[config.mk]
export PLATFORM = sky130hd
export DESIGN_NAME = arb_mux_flat
export DESIGN_NICKNAME = d
export VERILOG_FILES = /design/src/rtl/arb_mux_if.sv /design/src/rtl/arb_mux.sv /design/src/flat_wrapper.sv
export SDC_FILE = /design/constraint.sdc
export NUM_CORES = 1
export LEC_CHECK = 0
export BUFFER_PORTS_ARGS = -buffer_cell sky130_fd_sc_hd__buf_4
export CAP_MARGIN = 30
export CORE_AREA = 2 2 124 126
export CTS_CLUSTER_SIZE = 12
export DETAILED_ROUTE_END_ITERATION = 8
export DIE_AREA = 0 0 126 128
export GPL_TIMING_DRIVEN = 1
export MAX_ROUTING_LAYER = met4
export PLACE_DENSITY_LB_ADDON = 0.08
export SYNTH_ARGS = -nofsm -noshare
export SYNTH_HDL_FRONTEND = slang
export SYNTH_SLANG_ARGS = --single-unit
[constraint.sdc]
create_clock -name clk -period 5.05 [get_ports clk]
set_clock_uncertainty 0.2 [all_clocks]
set_input_delay 1.01 -clock clk [delete_from_list [all_inputs] [get_ports clk]]
set_output_delay 1.01 -clock clk [all_outputs]
set_load 0.02 [all_outputs]
[src/rtl/arb_mux_if.sv]
// arb_mux_if: handshake/data bundle for arb_mux.
//   in_data   N*WIDTH  channel i at [i*WIDTH +: WIDTH]
//   in_valid  N        per-channel valid
//   in_ready  N        per-channel ready, at most one bit high
//   sel       SEL_W    external channel select (MODE=0 only)
//   flush     1        discard output stage
//   out_data  WIDTH    registered data
//   out_src   SEL_W    channel that supplied out_data
//   out_valid 1        output stage holds data
//   out_ready 1        consumer accepts out_data
// master = producers/consumer side, slave = arb_mux.
interface arb_mux_if #(
  parameter int WIDTH = 32,
  parameter int N     = 8
);
  localparam int SEL_W = (N > 1) ? $clog2(N) : 1;

  logic [N*WIDTH-1:0] in_data;
  logic [N-1:0]       in_valid;
  logic [N-1:0]       in_ready;
  logic [SEL_W-1:0]   sel;
  logic               flush;
  logic [WIDTH-1:0]   out_data;
  logic [SEL_W-1:0]   out_src;
  logic               out_valid;
  logic               out_ready;

  modport master (
    output in_data, in_valid, sel, flush, out_ready,
    input  in_ready, out_data, out_src, out_valid
  );

  modport slave (
    input  in_data, in_valid, sel, flush, out_ready,
    output in_ready, out_data, out_src, out_valid
  );
endinterface

[src/rtl/arb_mux.sv]
// arb_mux: N:1 selector with a one-entry registered valid/ready output stage.
//   MODE=0: channel picked by bus.sel (sel >= N grants nothing).
//   MODE=1: round-robin over in_valid starting at ptr; ptr moves past the winner.
// Ports:
//   clk      rising-edge clock
//   rst_n    asynchronous active-low reset
//   bus      arb_mux_if.slave (input channels, select, flush, output stage)
//   xfer_cnt saturating count of output transfers (only with ARB_MUX_STATS_EN)
// Optional feature macro: ARB_MUX_STATS_EN adds the xfer_cnt port and counter.
module arb_mux #(
  parameter int WIDTH = 32,
  parameter int N     = 8,
  parameter int MODE  = 0
) (
  input  logic        clk,
  input  logic        rst_n,
  arb_mux_if.slave    bus
`ifdef ARB_MUX_STATS_EN
  ,
  output logic [15:0] xfer_cnt
`endif
);
  localparam int             SEL_W = (N > 1) ? $clog2(N) : 1;
  localparam int             NP    = 1 << SEL_W;
  localparam logic [SEL_W:0] N_W   = (SEL_W+1)'(N);

  localparam logic [0:0] S_EMPTY = 1'b0;
  localparam logic [0:0] S_FULL  = 1'b1;

  logic [0:0]       state_q, state_d;
  logic [WIDTH-1:0] data_q, data_d;
  logic [SEL_W-1:0] src_q, src_d;
  logic [SEL_W-1:0] ptr_q, ptr_d;

  logic [SEL_W-1:0] c;
  logic             hit, load_en, gnt;
  logic [WIDTH-1:0] c_data;
  logic [NP-1:0]    vld_pad;
  logic [N-1:0]     rot;
  logic [SEL_W:0]   idx, nxt;
  logic [N-1:0]     rdy;

  // Channel choice. In RR mode in_valid is rotated so bit k is channel
  // (ptr+k) mod N; scanning k downwards lets the lowest k win.
  always_comb begin
    c       = '0;
    hit     = 1'b0;
    idx     = '0;
    vld_pad = NP'(bus.in_valid);
    rot     = N'({bus.in_valid, bus.in_valid} >> ptr_q);
    if (MODE == 0) begin
      c   = bus.sel;
      hit = ({1'b0, bus.sel} < N_W) && vld_pad[bus.sel];
    end else begin
      for (int k = N-1; k >= 0; k--) begin
        if (rot[k]) begin
          idx = {1'b0, ptr_q} + (SEL_W+1)'(k);
          if (idx >= N_W) idx = idx - N_W;
          c   = idx[SEL_W-1:0];
          hit = 1'b1;
        end
      end
    end
  end

  always_comb begin
    c_data = '0;
    for (int i = 0; i < N; i++)
      if (c == SEL_W'(i)) c_data = bus.in_data[i*WIDTH +: WIDTH];
  end

  // Stage can accept when empty or draining this cycle; flush blocks loads.
  assign load_en = ((state_q == S_EMPTY) || bus.out_ready) && !bus.flush;
  assign gnt     = load_en && hit;

  for (genvar i = 0; i < N; i++) begin : g_rdy
    assign rdy[i] = gnt && (c == SEL_W'(i));
  end
  assign bus.in_ready = rdy;

  always_comb begin
    state_d = state_q;
    data_d  = data_q;
    src_d   = src_q;
    ptr_d   = ptr_q;
    nxt     = {1'b0, c} + (SEL_W+1)'(1);
    if (bus.flush) begin
      state_d = S_EMPTY;
    end else if (gnt) begin
      state_d = S_FULL;
      data_d  = c_data;
      src_d   = c;
      // Explicit wrap so non-power-of-two N never reaches ptr >= N.
      if (MODE != 0) ptr_d = (nxt >= N_W) ? '0 : nxt[SEL_W-1:0];
    end else if (bus.out_ready) begin
      state_d = S_EMPTY;
    end
  end

  always_ff @(posedge clk or negedge rst_n) begin
    if (!rst_n) begin
      state_q <= S_EMPTY;
      data_q  <= '0;
      src_q   <= '0;
      ptr_q   <= '0;
    end else begin
      state_q <= state_d;
      data_q  <= data_d;
      src_q   <= src_d;
      ptr_q   <= ptr_d;
    end
  end

  assign bus.out_valid = (state_q == S_FULL);
  assign bus.out_data  = data_q;
  assign bus.out_src   = src_q;

`ifdef ARB_MUX_STATS_EN
  // Counts consumer handshakes, including one coinciding with flush.
  logic [15:0] cnt_q, cnt_d;

  always_comb begin
    cnt_d = cnt_q;
    if ((state_q == S_FULL) && bus.out_ready && (cnt_q != 16'hFFFF))
      cnt_d = cnt_q + 16'd1;
  end

  always_ff @(posedge clk or negedge rst_n) begin
    if (!rst_n) cnt_q <= '0;
    else        cnt_q <= cnt_d;
  end

  assign xfer_cnt = cnt_q;
`endif
endmodule

[src/flat_wrapper.sv]
// flat-port wrapper written by rule: the top's interface ports become plain ports
module arb_mux_flat 
#(
  parameter int WIDTH = 32,
  parameter int N     = 8,
  parameter int MODE  = 0
)
  (clk, rst_n, bus_in_data, bus_in_valid, bus_sel, bus_flush, bus_out_ready, bus_in_ready, bus_out_data, bus_out_src, bus_out_valid);
  arb_mux_if #(.WIDTH(WIDTH), .N(N)) bus_i ();
  input  logic clk;
  input  logic rst_n;
  input wire logic [$bits(bus_i.in_data)-1:0] bus_in_data;
  input wire logic [$bits(bus_i.in_valid)-1:0] bus_in_valid;
  input wire logic [$bits(bus_i.sel)-1:0] bus_sel;
  input wire logic [$bits(bus_i.flush)-1:0] bus_flush;
  input wire logic [$bits(bus_i.out_ready)-1:0] bus_out_ready;
  output wire logic [$bits(bus_i.in_ready)-1:0] bus_in_ready;
  output wire logic [$bits(bus_i.out_data)-1:0] bus_out_data;
  output wire logic [$bits(bus_i.out_src)-1:0] bus_out_src;
  output wire logic [$bits(bus_i.out_valid)-1:0] bus_out_valid;
  assign bus_i.in_data = bus_in_data;
  assign bus_i.in_valid = bus_in_valid;
  assign bus_i.sel = bus_sel;
  assign bus_i.flush = bus_flush;
  assign bus_i.out_ready = bus_out_ready;
  assign bus_in_ready = bus_i.in_ready;
  assign bus_out_data = bus_i.out_data;
  assign bus_out_src = bus_i.out_src;
  assign bus_out_valid = bus_i.out_valid;
  arb_mux #(.WIDTH(WIDTH), .N(N), .MODE(MODE)) u_core (.clk(clk), .rst_n(rst_n), .bus(bus_i));
endmodule
After elaboration in Yosys (flattened, before gate mapping). Cells that the tools add are included.

Flip-flop bits (word level): 36. Bits of input ports: 271. Output and inout port bits: 44. Logic and storage cells: 41.

Order comparisons: 1. Eq/ne operators: 7. Multiplexer cells: 13. Bitwise gates (word level): 2. Reductions and logical operators: 15.

Operator list (count): $mux W32 (8); $eq A3 B3 Y1 const B (4); $logic_and A1 B1 Y1 (10); $eq A3 B2 Y1 const B (2); $lt A3 B4 Y1 const B (1); $mux W1 (4); $bmux W1 S3 (1); $eq A3 B1 Y1 const B (1); $logic_not A3 Y1 (1); $reduce_bool A3 Y1 (1); $not A1 Y1 (2); $reduce_and A2 Y1 (1); $logic_not A1 Y1 (1); $logic_or A1 B1 Y1 (1).

Logic depth before layout (Yosys ltp).
Depth after elaboration: 9. Gate-level depth with buffers: 7. Mapped depth without buffers: 4.

Worst setup path after synthesis. Ideal clock, no wire load.

Path kind: input -> output. Start: input bus_sel[1]. End: output bus_in_ready[6]. Data arrival time: 2.353 ns. Required time: 3.840 ns. Slack: 1.487 ns. Cell stages on the path: 5. Path buffers: 4. Cells stage by stage: buf_2 -> buf_4 -> buf_2 -> clkbuf_1 -> nor3b_1.

Word-level cells in the longest chain between the ends: 4.

RTL lines: start, declared (line flat_wrapper.sv:14) `input wire logic [$bits(bus_i.sel)-1:0] bus_sel;`; $bmux W1 S3 (line arb_mux.sv:53) `hit = ({1'b0, bus.sel} < N_W) && vld_pad[bus.sel];`; $mux W1 (implied by the code) (line arb_mux.sv:53); $logic_and A1 B1 Y1 (line arb_mux.sv:74) `assign gnt = load_en && hit;`; $logic_and A1 B1 Y1 * (line arb_mux.sv:77) `assign rdy[i] = gnt && (c == SEL_W'(i));`; end, declared (line flat_wrapper.sv:17) `output wire logic [$bits(bus_i.in_ready)-1:0] bus_in_ready;`.

Every way passes the cells marked *; elsewhere a longest branch is shown, timed or not. The select of a mux whose other input is x is not followed.

Worst setup path in the final report.
Start: input bus_sel[1]. End: output bus_in_ready[0].

Same word-level chain as after synthesis.

==> metrics.txt <==
Syn Nets=752; Max Clk Rate=234 MHz; RSZ-0062 raised after global routing=false; # IOs=315; Worst setup startpoint=bus_sel[1]; global-route wire length before repair=26.8 mm; Num CTS Buffers=5; Leakage=3.06 nW; peak supply drop=99.2 µV; Post-synth EDFFs=0; Final Max Tran Viols=0; Non-Filler Instances=948; flops & latches, synth=36; final setup fails=0; Clock Pin Slew Worst Setup and Hold Paths=0.05 ns; Max Cap Viol=0; layout cell share with drive strength beyond 1=46.4%; Root Buffer=clkbuf_16; Synth Warn #=0; Crit path required time=3.84 ns; number of global-route vias before repair=4902; Critical Path End Type=output port; initial antenna violation count=0; cts hold-fix bufs=0; Crit Path Max Fanout=56; CTS resizes=0; largest net degree at the start of global routing=60; P per Cell Area=217 nW/µm²; Detail Route Antenna Nets=0; Routed WL per cell=18.8 µm; Synth Cell Area=3860 µm²; fraction of the cycle the final worst path needs=84.6%; CTS tree=built; Async SR Flop Fraction=100%; Total Wirelength=17.8 mm; clk_lat worst skew=0.27 ns; CP arrival=3.06 ns; post-CTS setup buffers=0; initial core utilization=26.0%; Worst Max-Slew Pin Slew=0.869 ns; crit path kind=in2out; Synth Flop Type=dfrtp_1; final hold vios=0; Core Area=14900 µm²; Hold Crit Start=u_core.bus.out_data[7]; Vias/cell=5.19; Worst Hold Class=reg2reg; H-tree depth=2; Die W=126 µm; # rows=45; Netlist cell types=36; die area=16100 µm²; DP HPWL=13.9 mm; Slew headroom=41.8%; Post-route DRC=0; ant diodes=0; Critical Path Start Type=input port; Mapped Cells=481; register area share after synthesis=23.3%; drt pass-1 iters=5; Die Y=128 µm; total grt overflow=0; Via Count=4916; Clock Sinks=36; placed insts=941; fin crit period=4.27 ns; GRT Total Usage=21.3%; DRT iter0 DRCs=251; final RePlAce weighted congestion=0.845; mean post-synth cell area=8.04 µm²; setup_tns=0 ns; Reg2Reg Launch Point=u_core.bus.out_valid; Area growth syn-to-layout=66.7%; IO Port Bufs=314; CTS max path bufs=2; status=completed; Nets=1031
[kinds of logic after synthesis]
logic type             count (synthesis)  share of synthesized area, %
AO/OA/AOI/OAI                        217                          37.8
multiplexers                          54                          14.7
buffers and inverters                 56                          7.38
flip-flops                            36                          23.3
AND/OR/NAND/NOR                      118                          16.9
[cells in the mapped netlist (all sizes together) (8+ instances only)]
cell type | n | area (µm²)
o31ai | 50 | 375
nand3b | 33 | 248
o21ai | 60 | 300
a21oi | 32 | 160
a22o | 32 | 280
a31oi | 14 | 87.6
buf | 38 | 218
mux2 | 12 | 143
nand2 | 8 | 30.0
nor2 | 59 | 221
clkbuf | 14 | 52.6
mux2i | 42 | 424
a211oi | 25 | 188
dfrtp | 36 | 901
[final cells by class]
type                    instances  area [µm²]
fillers                      1532        8420
multi-input cells             389        2680
repair buffers                324        2480
clock inverters                 1        5.00
inverters                       4        15.0
clock buffers                   6         129
well taps                     188         235
flip-flops and latches         36         901
[path summary, 6_finish.rpt]
kind                       cells after the start                       to  slack, ns
max                                            6          bus_in_ready[0]       0.78
min                                            2   u_core.bus.out_data[7]       0.30
max in group asynchronous                      1  u_core.bus.out_data[31]       3.80
min in group asynchronous                      1  u_core.bus.out_data[24]       0.50
max reg2reg                                    4  u_core.bus.out_data[22]       3.03
min reg2reg                                    2   u_core.bus.out_data[7]       0.30
[stage by stage]
step / hold WS [ns] / setup slack [ns] / area (µm²) / total power [mW] / util, %
CTS: 0.305 / 0.713 / 6440 / 1.42 / 43.4
finish: 0.301 / 0.776 / 6440 / 1.40 / 43.4
global placement: 0.287 / 0.730 / 6240 / 1.11 / 42.0
global route: 0.327 / 0.558 / 6440 / 1.49 / 43.4
detailed placement: 0.293 / 0.722 / 6310 / 1.12 / 42.4
floorplan: 0.416 / 1.49 / 3860 / 0.747 / -
[power by group]
part           switching [mW]  internal (mW)  total, mW
registers              0.0454          0.360      0.406
clock network           0.112          0.179      0.291
logic                   0.349          0.352      0.702
[sequential cells by signal, indices dropped and copies added (netlist names)]
signal / count
u_core.bus.out_src: 3
u_core.bus.out_valid: 1
u_core.bus.out_data: 32
[per-layer routing]
| layer | wire length [µm] | GRT usage [%] | vias to the layer above | part of all wire, % |
|---|---|---|---|---|
| li1 | - | - | 2403 | - |
| met1 | 7440 | 26.1 | 2300 | 42 |
| met2 | 9110 | 37.5 | 197 | 51 |
| met3 | 974 | 2.96 | 16 | 5.5 |
| met4 | 271 | 4.52 | 0 | 1.5 |
| met5 | 0 | - | - | 0 |
[critical path, cell delays in order]
cell	delay (ns)
buf_4	0.42
or2_1	0.47
o211a_4	0.30
nand3_4	0.36
nor3_1	0.30
buf_4	0.19
[cell usage in the layout, fill, tap and decap left out, types with 2 or more instances in the layout]
master	netlist	final
nor3b_4	2	2
mux2i_1	41	41
nor3b_1	2	2
dfrtp_1	36	36
a21oi_1	32	32
and2_1	2	2
mux2_4	2	2
nor3_1	4	4
buf_16	0	2
mux2_2	10	10
buf_4	7	321
a211oi_1	25	25
nor2_1	59	59
o21ai_0	60	60
a31oi_1	14	14
nand3b_1	33	33
clkbuf_16	0	5
o31ai_1	50	50
nand2_1	8	8
inv_1	3	3
a22o_1	32	32
nand2b_1	2	2
Power figures use the tool's default switching activity.
